<file path="src/rtl/mul_seq_pkg.sv">
// mul_seq_pkg: shared FSM encoding, counter sizing and defaults for mul_seq_controller.
// ACC_EN mirrors the MUL_ACCUMULATE_EN build macro.
package mul_seq_pkg;
    localparam int DEF_SIZE  = 16;
    localparam int DEF_GUARD = 4;
    localparam int DEF_WAIT  = 2;
`ifdef MUL_ACCUMULATE_EN
    localparam int ACC_EN = 1;
`else
    localparam int ACC_EN = 0;
`endif
    typedef enum logic [1:0] {
        IDLE   = 2'd0,
        SETTLE = 2'd1,
        DONE   = 2'd2
    } state_t;
    function automatic int cnt_w(input int n);
        int w;
        w = 1;
        while ((1 << w) < n) w++;
        return w;
    endfunction
endpackage

</file>
<file path="src/rtl/mul_seq_controller_ffd.sv">
// FFD_POSEDGE_SYNCRONOUS_RESET: enabled register with synchronous active-high reset.
module FFD_POSEDGE_SYNCRONOUS_RESET #(
    parameter int SIZE = 1
) (
    input  logic            Clock,
    input  logic            Reset,
    input  logic            Enable,
    input  logic [SIZE-1:0] D,
    output logic [SIZE-1:0] Q
);
    always_ff @(posedge Clock)
        if (Reset) Q <= '0;
        else if (Enable) Q <= D;
endmodule

</file>
<file path="src/rtl/mul_seq_controller_imul_gene.sv">
// IMUL_GENE: combinational unsigned array multiplier, one shifted partial-product row per bit of B.
module IMUL_GENE #(
    parameter int SIZE = 16
) (
    input  logic [SIZE-1:0]   A,
    input  logic [SIZE-1:0]   B,
    output logic [2*SIZE-1:0] R
);
    logic [2*SIZE-1:0] w_row [SIZE+1];
    assign w_row[0] = '0;
    for (genvar i = 0; i < SIZE; i++) begin : g_row
        assign w_row[i+1] = w_row[i] + (B[i] ? ({{SIZE{1'b0}}, A} << i) : '0);
    end
    assign R = w_row[SIZE];
endmodule

</file>
<file path="src/rtl/mul_seq_controller.sv">
// mul_seq_controller: handshake wrapper that registers operands, waits for IMUL_GENE to settle
// and returns the product; MUL_ACCUMULATE_EN turns oResult into a wrapping accumulator.
module mul_seq_controller
    import mul_seq_pkg::*;
#(
    parameter  int SIZE        = DEF_SIZE,
    parameter  int WAIT_CYCLES = DEF_WAIT,
    parameter  int GUARD       = DEF_GUARD,
    localparam int RW          = 2*SIZE + GUARD*ACC_EN
) (
    input  logic            Clock,
    input  logic            Reset,
    input  logic            iValid,
    output logic            oReady,
    input  logic [SIZE-1:0] iA,
    input  logic [SIZE-1:0] iB,
`ifdef MUL_ACCUMULATE_EN
    input  logic            iAccClear,
    output logic            oOverflow,
`endif
    output logic            oValid,
    input  logic            iReady,
    output logic [RW-1:0]   oResult
);
    localparam int CW = cnt_w(WAIT_CYCLES + 1);

    state_t              r_state;
    logic [CW-1:0]       r_cnt;
    logic                r_ready;
    logic                r_valid;
    logic [RW-1:0]       r_result;
    logic                w_take;
    logic [SIZE-1:0]     w_a;
    logic [SIZE-1:0]     w_b;
    logic [2*SIZE-1:0]   w_prod;
    logic [RW-1:0]       w_sum;

    assign w_take  = iValid & r_ready;
    assign oReady  = r_ready;
    assign oValid  = r_valid;
    assign oResult = r_result;

    FFD_POSEDGE_SYNCRONOUS_RESET #(.SIZE(SIZE)) u_reg_a (
        .Clock(Clock), .Reset(Reset), .Enable(w_take), .D(iA), .Q(w_a)
    );
    FFD_POSEDGE_SYNCRONOUS_RESET #(.SIZE(SIZE)) u_reg_b (
        .Clock(Clock), .Reset(Reset), .Enable(w_take), .D(iB), .Q(w_b)
    );
    IMUL_GENE #(.SIZE(SIZE)) u_mul (.A(w_a), .B(w_b), .R(w_prod));

`ifdef MUL_ACCUMULATE_EN
    logic r_clr;
    logic r_ovf;
    logic w_carry;
    assign oOverflow = r_ovf;
    // oResult doubles as the accumulator; the extra top bit captures the carry-out.
    assign {w_carry, w_sum} = (r_clr ? (RW+1)'(0) : {1'b0, r_result}) + (RW+1)'(w_prod);
`else
    assign w_sum = w_prod;
`endif

    always_ff @(posedge Clock) begin
        if (Reset) begin
            r_state  <= IDLE;
            r_cnt    <= '0;
            r_ready  <= 1'b0;
            r_valid  <= 1'b0;
            r_result <= '0;
`ifdef MUL_ACCUMULATE_EN
            r_clr    <= 1'b0;
            r_ovf    <= 1'b0;
`endif
        end else begin
            case (r_state)
                IDLE: begin
                    if (w_take) begin
                        r_state <= SETTLE;
                        r_ready <= 1'b0;
                        r_cnt   <= CW'(WAIT_CYCLES);
`ifdef MUL_ACCUMULATE_EN
                        r_clr   <= iAccClear;
                        if (iAccClear) r_ovf <= 1'b0;
`endif
                    end else begin
                        r_ready <= 1'b1;
                    end
                end
                SETTLE: begin
                    if (r_cnt == '0) begin
                        r_state  <= DONE;
                        r_valid  <= 1'b1;
                        r_result <= w_sum;
`ifdef MUL_ACCUMULATE_EN
                        r_ovf    <= r_ovf | w_carry;
`endif
                    end else begin
                        r_cnt <= r_cnt - 1'b1;
                    end
                end
                DONE: begin
                    // Re-arm oReady on the draining edge so IDLE can accept immediately.
                    if (iReady) begin
                        r_state <= IDLE;
                        r_valid <= 1'b0;
                        r_ready <= 1'b1;
                    end
                end
                default: r_state <= IDLE;
            endcase
        end
    end
endmodule

</file>
<file path="config.mk">
export PLATFORM = sky130hd
export DESIGN_NAME = mul_seq_controller
export DESIGN_NICKNAME = d
export VERILOG_FILES = /design/src/rtl/mul_seq_pkg.sv /design/src/rtl/mul_seq_controller_ffd.sv /design/src/rtl/mul_seq_controller_imul_gene.sv /design/src/rtl/mul_seq_controller.sv
export SDC_FILE = /design/constraint.sdc
export NUM_CORES = 1
export LEC_CHECK = 0
export BUFFER_PORTS_ARGS = -buffer_cell sky130_fd_sc_hd__buf_2
export CAP_MARGIN = 20
export CELL_PAD_IN_SITES_DETAIL_PLACEMENT = 1
export CELL_PAD_IN_SITES_GLOBAL_PLACEMENT = 1
export CORE_MARGIN = 2
export CORE_UTILIZATION = 49
export DETAILED_ROUTE_END_ITERATION = 7
export HOLD_SLACK_MARGIN = 0.12
export PLACE_DENSITY = 0.85
export SLEW_MARGIN = 5
export SYNTH_ARGS = -nofsm -noshare
export SYNTH_HDL_FRONTEND = slang
export SYNTH_HIERARCHICAL = 1
export SYNTH_SLANG_ARGS = --single-unit
</file>
<file path="constraint.sdc">
create_clock -name Clock -period 6.7 [get_ports Clock]
set_input_delay 0.67 -clock Clock [delete_from_list [all_inputs] [get_ports Clock]]
set_output_delay 0.67 -clock Clock [all_outputs]
set_load 0.05 [all_outputs]
</file>
==> out/results.ini <==
[cts]
ctsResizeCount = 0
cts_root_buffer = clkbuf_16
postCtsSetupRepairBufs = 0
htree_levels = 3
numCtsBuffers = 9
clk_path_buf_depth = 2
hold_buffers = 0
cts_tree = yes
clkSlewWorstSetupHoldPaths_ns = 0.06
cts_sinks = 70
insertion_delay_ns = 0.35

[sta]
rsz0062_at_grt = no
tightest_slew_ns = 1.131
post-route-period-util_pct = 95.86
slew-limit-headroom_pct = 24.61
finalMaxSlewViolations = 0
max_freq_mhz = 155.7
post-route-min-period_ns = 6.422
fin_setup_tns_ns = 0
hold_viol_final = 0
setup_viol = 0
skew_ns = 0.006003

[worst_setup_path]
start_kind = register
worst-r2r-cell-count = 19
cp_slowest_cell = dfxtp_1
crit_chain = nand2_1 -> fa_1 -> inv_1 -> fa_1 -> fa_1 -> fa_1 -> fa_1 -> inv_1 -> fa_1 -> inv_1 -> ha_1 -> a21oi_2 -> o21ai_1 -> a2111oi_0 -> nor2_1 -> a31oi_1 -> xnor2_1 -> nand2_1 -> a21oi_1
critPathKind = reg2reg
r2r_slack_ns = 0.28
arrival_ns = 6.70
r2r_start = u_reg_b/Q[11]
crit_required_ns = 6.98
cp-end-kind = register
slowest_delay_ns = 0.83
path_max_fanout = 17
cpMostUsedCell = fa_1
r2r-end = oResult[27]

[pwr]
p_leak_nw = 5.893
fin_total_pwr_mw = 1.314
power_density_nw_per_um2 = 111.8
peakVddDrop_mv = 0.1118

[floorplan]
core_sq_um = 21820
die_h_um = 153.0
ioPinCount = 70
num_rows = 54
die_w_um = 153.0
initial_core_util_pct = 49.87
die_area_sq_um = 23420

[global_routing]
grt_start_max_net_pins = 71
antenna_found_initial = 0
grt_pass1_wl_um = 51120
grt_usage_pct = 27.78
grt_overflow_total = 0
grt_pass1_vias = 9815

[yosys]
synthArstFlopShare_pct = 0
syn-cell-area_sq_um = 10880
avgSynthCellArea_sq_um = 8.943
synth.distinct_cells = 58
syn_nets = 1548
yosysWarnings = 6
synth-main-ff-cell = dfxtp_1
synth-seq-area-share_pct = 12.88
yosys_register_bits = 70
synth_edf_count = 0
postSynthCellCount = 1217

[layout]
mostFrequentLayoutCell = nand2_1
fin_util_pct = 53.85
drive_above_1_share_pct = 9.770
fin_nets = 1585
area_growth_pct = 7.967
layout_common_cells = nand2_1, fa_1, inv_1, and2_1, ha_1
n_antenna_cell = 0

[place]
place.port_buffers = 69
gp_congestion = 0.9076
dpl.hpwl_um = 24340

[route]
vias = 8566
drc_errors = 0
routedWlPerCell_um = 20.63
dr.pass1.iters = 4
viasPerCell = 5.566
drt_iter0_markers = 412
ant_nets = 0
finalWirelength_um = 31760

[hold_path]
min-delay-start = oResult[24]
whs_endpoint = oResult[24]
hold-path-cell-count = 2
hold_class = reg2reg

[outcome]
status = complete, no violations

[job]
maxCapViolCount = 0

## area by class of cell
class / count / area [sq um]
clock buffers: 10 / 239.0
clock inverters: 6 / 108.9
fillers: 2559 / 10070
inverters: 194 / 728.2
multi-input cells: 893 / 8432
flip-flops and latches: 70 / 1413
well taps: 280 / 350.3
repair buffers: 86 / 480.5
## state kept, by name (all words and copies together) (netlist names)
name,flops
oResult,32
u_reg_a/Q,16
u_reg_b/Q,16
r_cnt,2
r_state,2
oReady,1
oValid,1
## power breakdown
| part | total [mW] | internal [mW] | switching (mW) |
|---|---|---|---|
| Clock | 0.580 | 0.373 | 0.206 |
| Combinational | 0.245 | 0.0969 | 0.148 |
| Sequential | 0.490 | 0.431 | 0.0583 |
| Total | 1.31 | 0.902 | 0.413 |
## worst max-delay path by stage
stage                        from     endpoint  slack (ns)
floorplan           u_reg_a/Q[13]  oResult[31]        1.09
global placement    u_reg_a/Q[13]  oResult[31]        0.54
detailed placement  u_reg_a/Q[13]  oResult[27]        0.34
CTS                 u_reg_a/Q[13]  oResult[27]        0.23
global route        u_reg_b/Q[11]  oResult[27]        0.01
finish              u_reg_b/Q[11]  oResult[27]        0.28
## through the flow
| step | setup WS [ns] | hold slack (ns) | instances | area [sq um] |
|---|---|---|---|---|
| finish | 0.2775 | 0.4525 | 1539 | 11750 |
| global route | 0.01379 | 0.4800 | 1539 | 11750 |
| CTS | 0.2291 | 0.4568 | 1539 | 11740 |
| detailed placement | 0.3424 | 0.4476 | 1523 | 11390 |
| global placement | 0.5400 | 0.4394 | 1522 | 11380 |
| floorplan | 1.090 | 0.4796 | 1217 | 10880 |
## routing by layer
layer | routed length, um | track usage (%)
met1 | 11980 | 31.91
met2 | 16960 | 50.66
met3 | 1311 | 4.139
met4 | 1509 | 13.14
met5 | 0 | 0
## synthesized netlist by cell type, types with 6 or more instances
cell type  count  area, sq um
nor2_1        55        206.5
a21oi_1       55        275.3
xnor2_1       14        122.6
and2_1       112        700.7
a211oi_1      10        75.07
clkbuf_1      38        142.6
mux2i_1       34        340.3
o21ai_0        8        40.04
nand2b_1       6        37.54
o21ai_1        6        30.03
buf_2          8        40.04
ha_1          97         1214
dfxtp_1       70         1401
inv_1        194        728.2
fa_1         198         3964
nand2_1      227        852.1
xor2_1         6        52.55
## cell families after synthesis
| family | count (synthesis) | share of synthesized area, % |
|---|---|---|
| AND/OR/NAND/NOR | 428 | 18.34 |
| adder cells (fa/ha/maj) | 295 | 47.57 |
| buffers and inverters | 254 | 9.668 |
| AO/OA/AOI/OAI | 116 | 6.817 |
| flip-flops | 70 | 12.88 |
| multiplexers | 34 | 3.127 |
| XOR/XNOR | 20 | 1.609 |
## worst max-delay path: cells and delay by family, from the launching register on
| family | cells | cell delay (ns) |
|---|---|---|
| fa+ha+maj | 7 | 3.48 |
| compound gates | 5 | 1.32 |
| flops | 1 | 0.83 |
| simple gates | 3 | 0.38 |
| buf+inv | 3 | 0.16 |
| xor+xnor | 1 | 0.16 |
No activity file was read; power rests on OpenSTA's default activity.
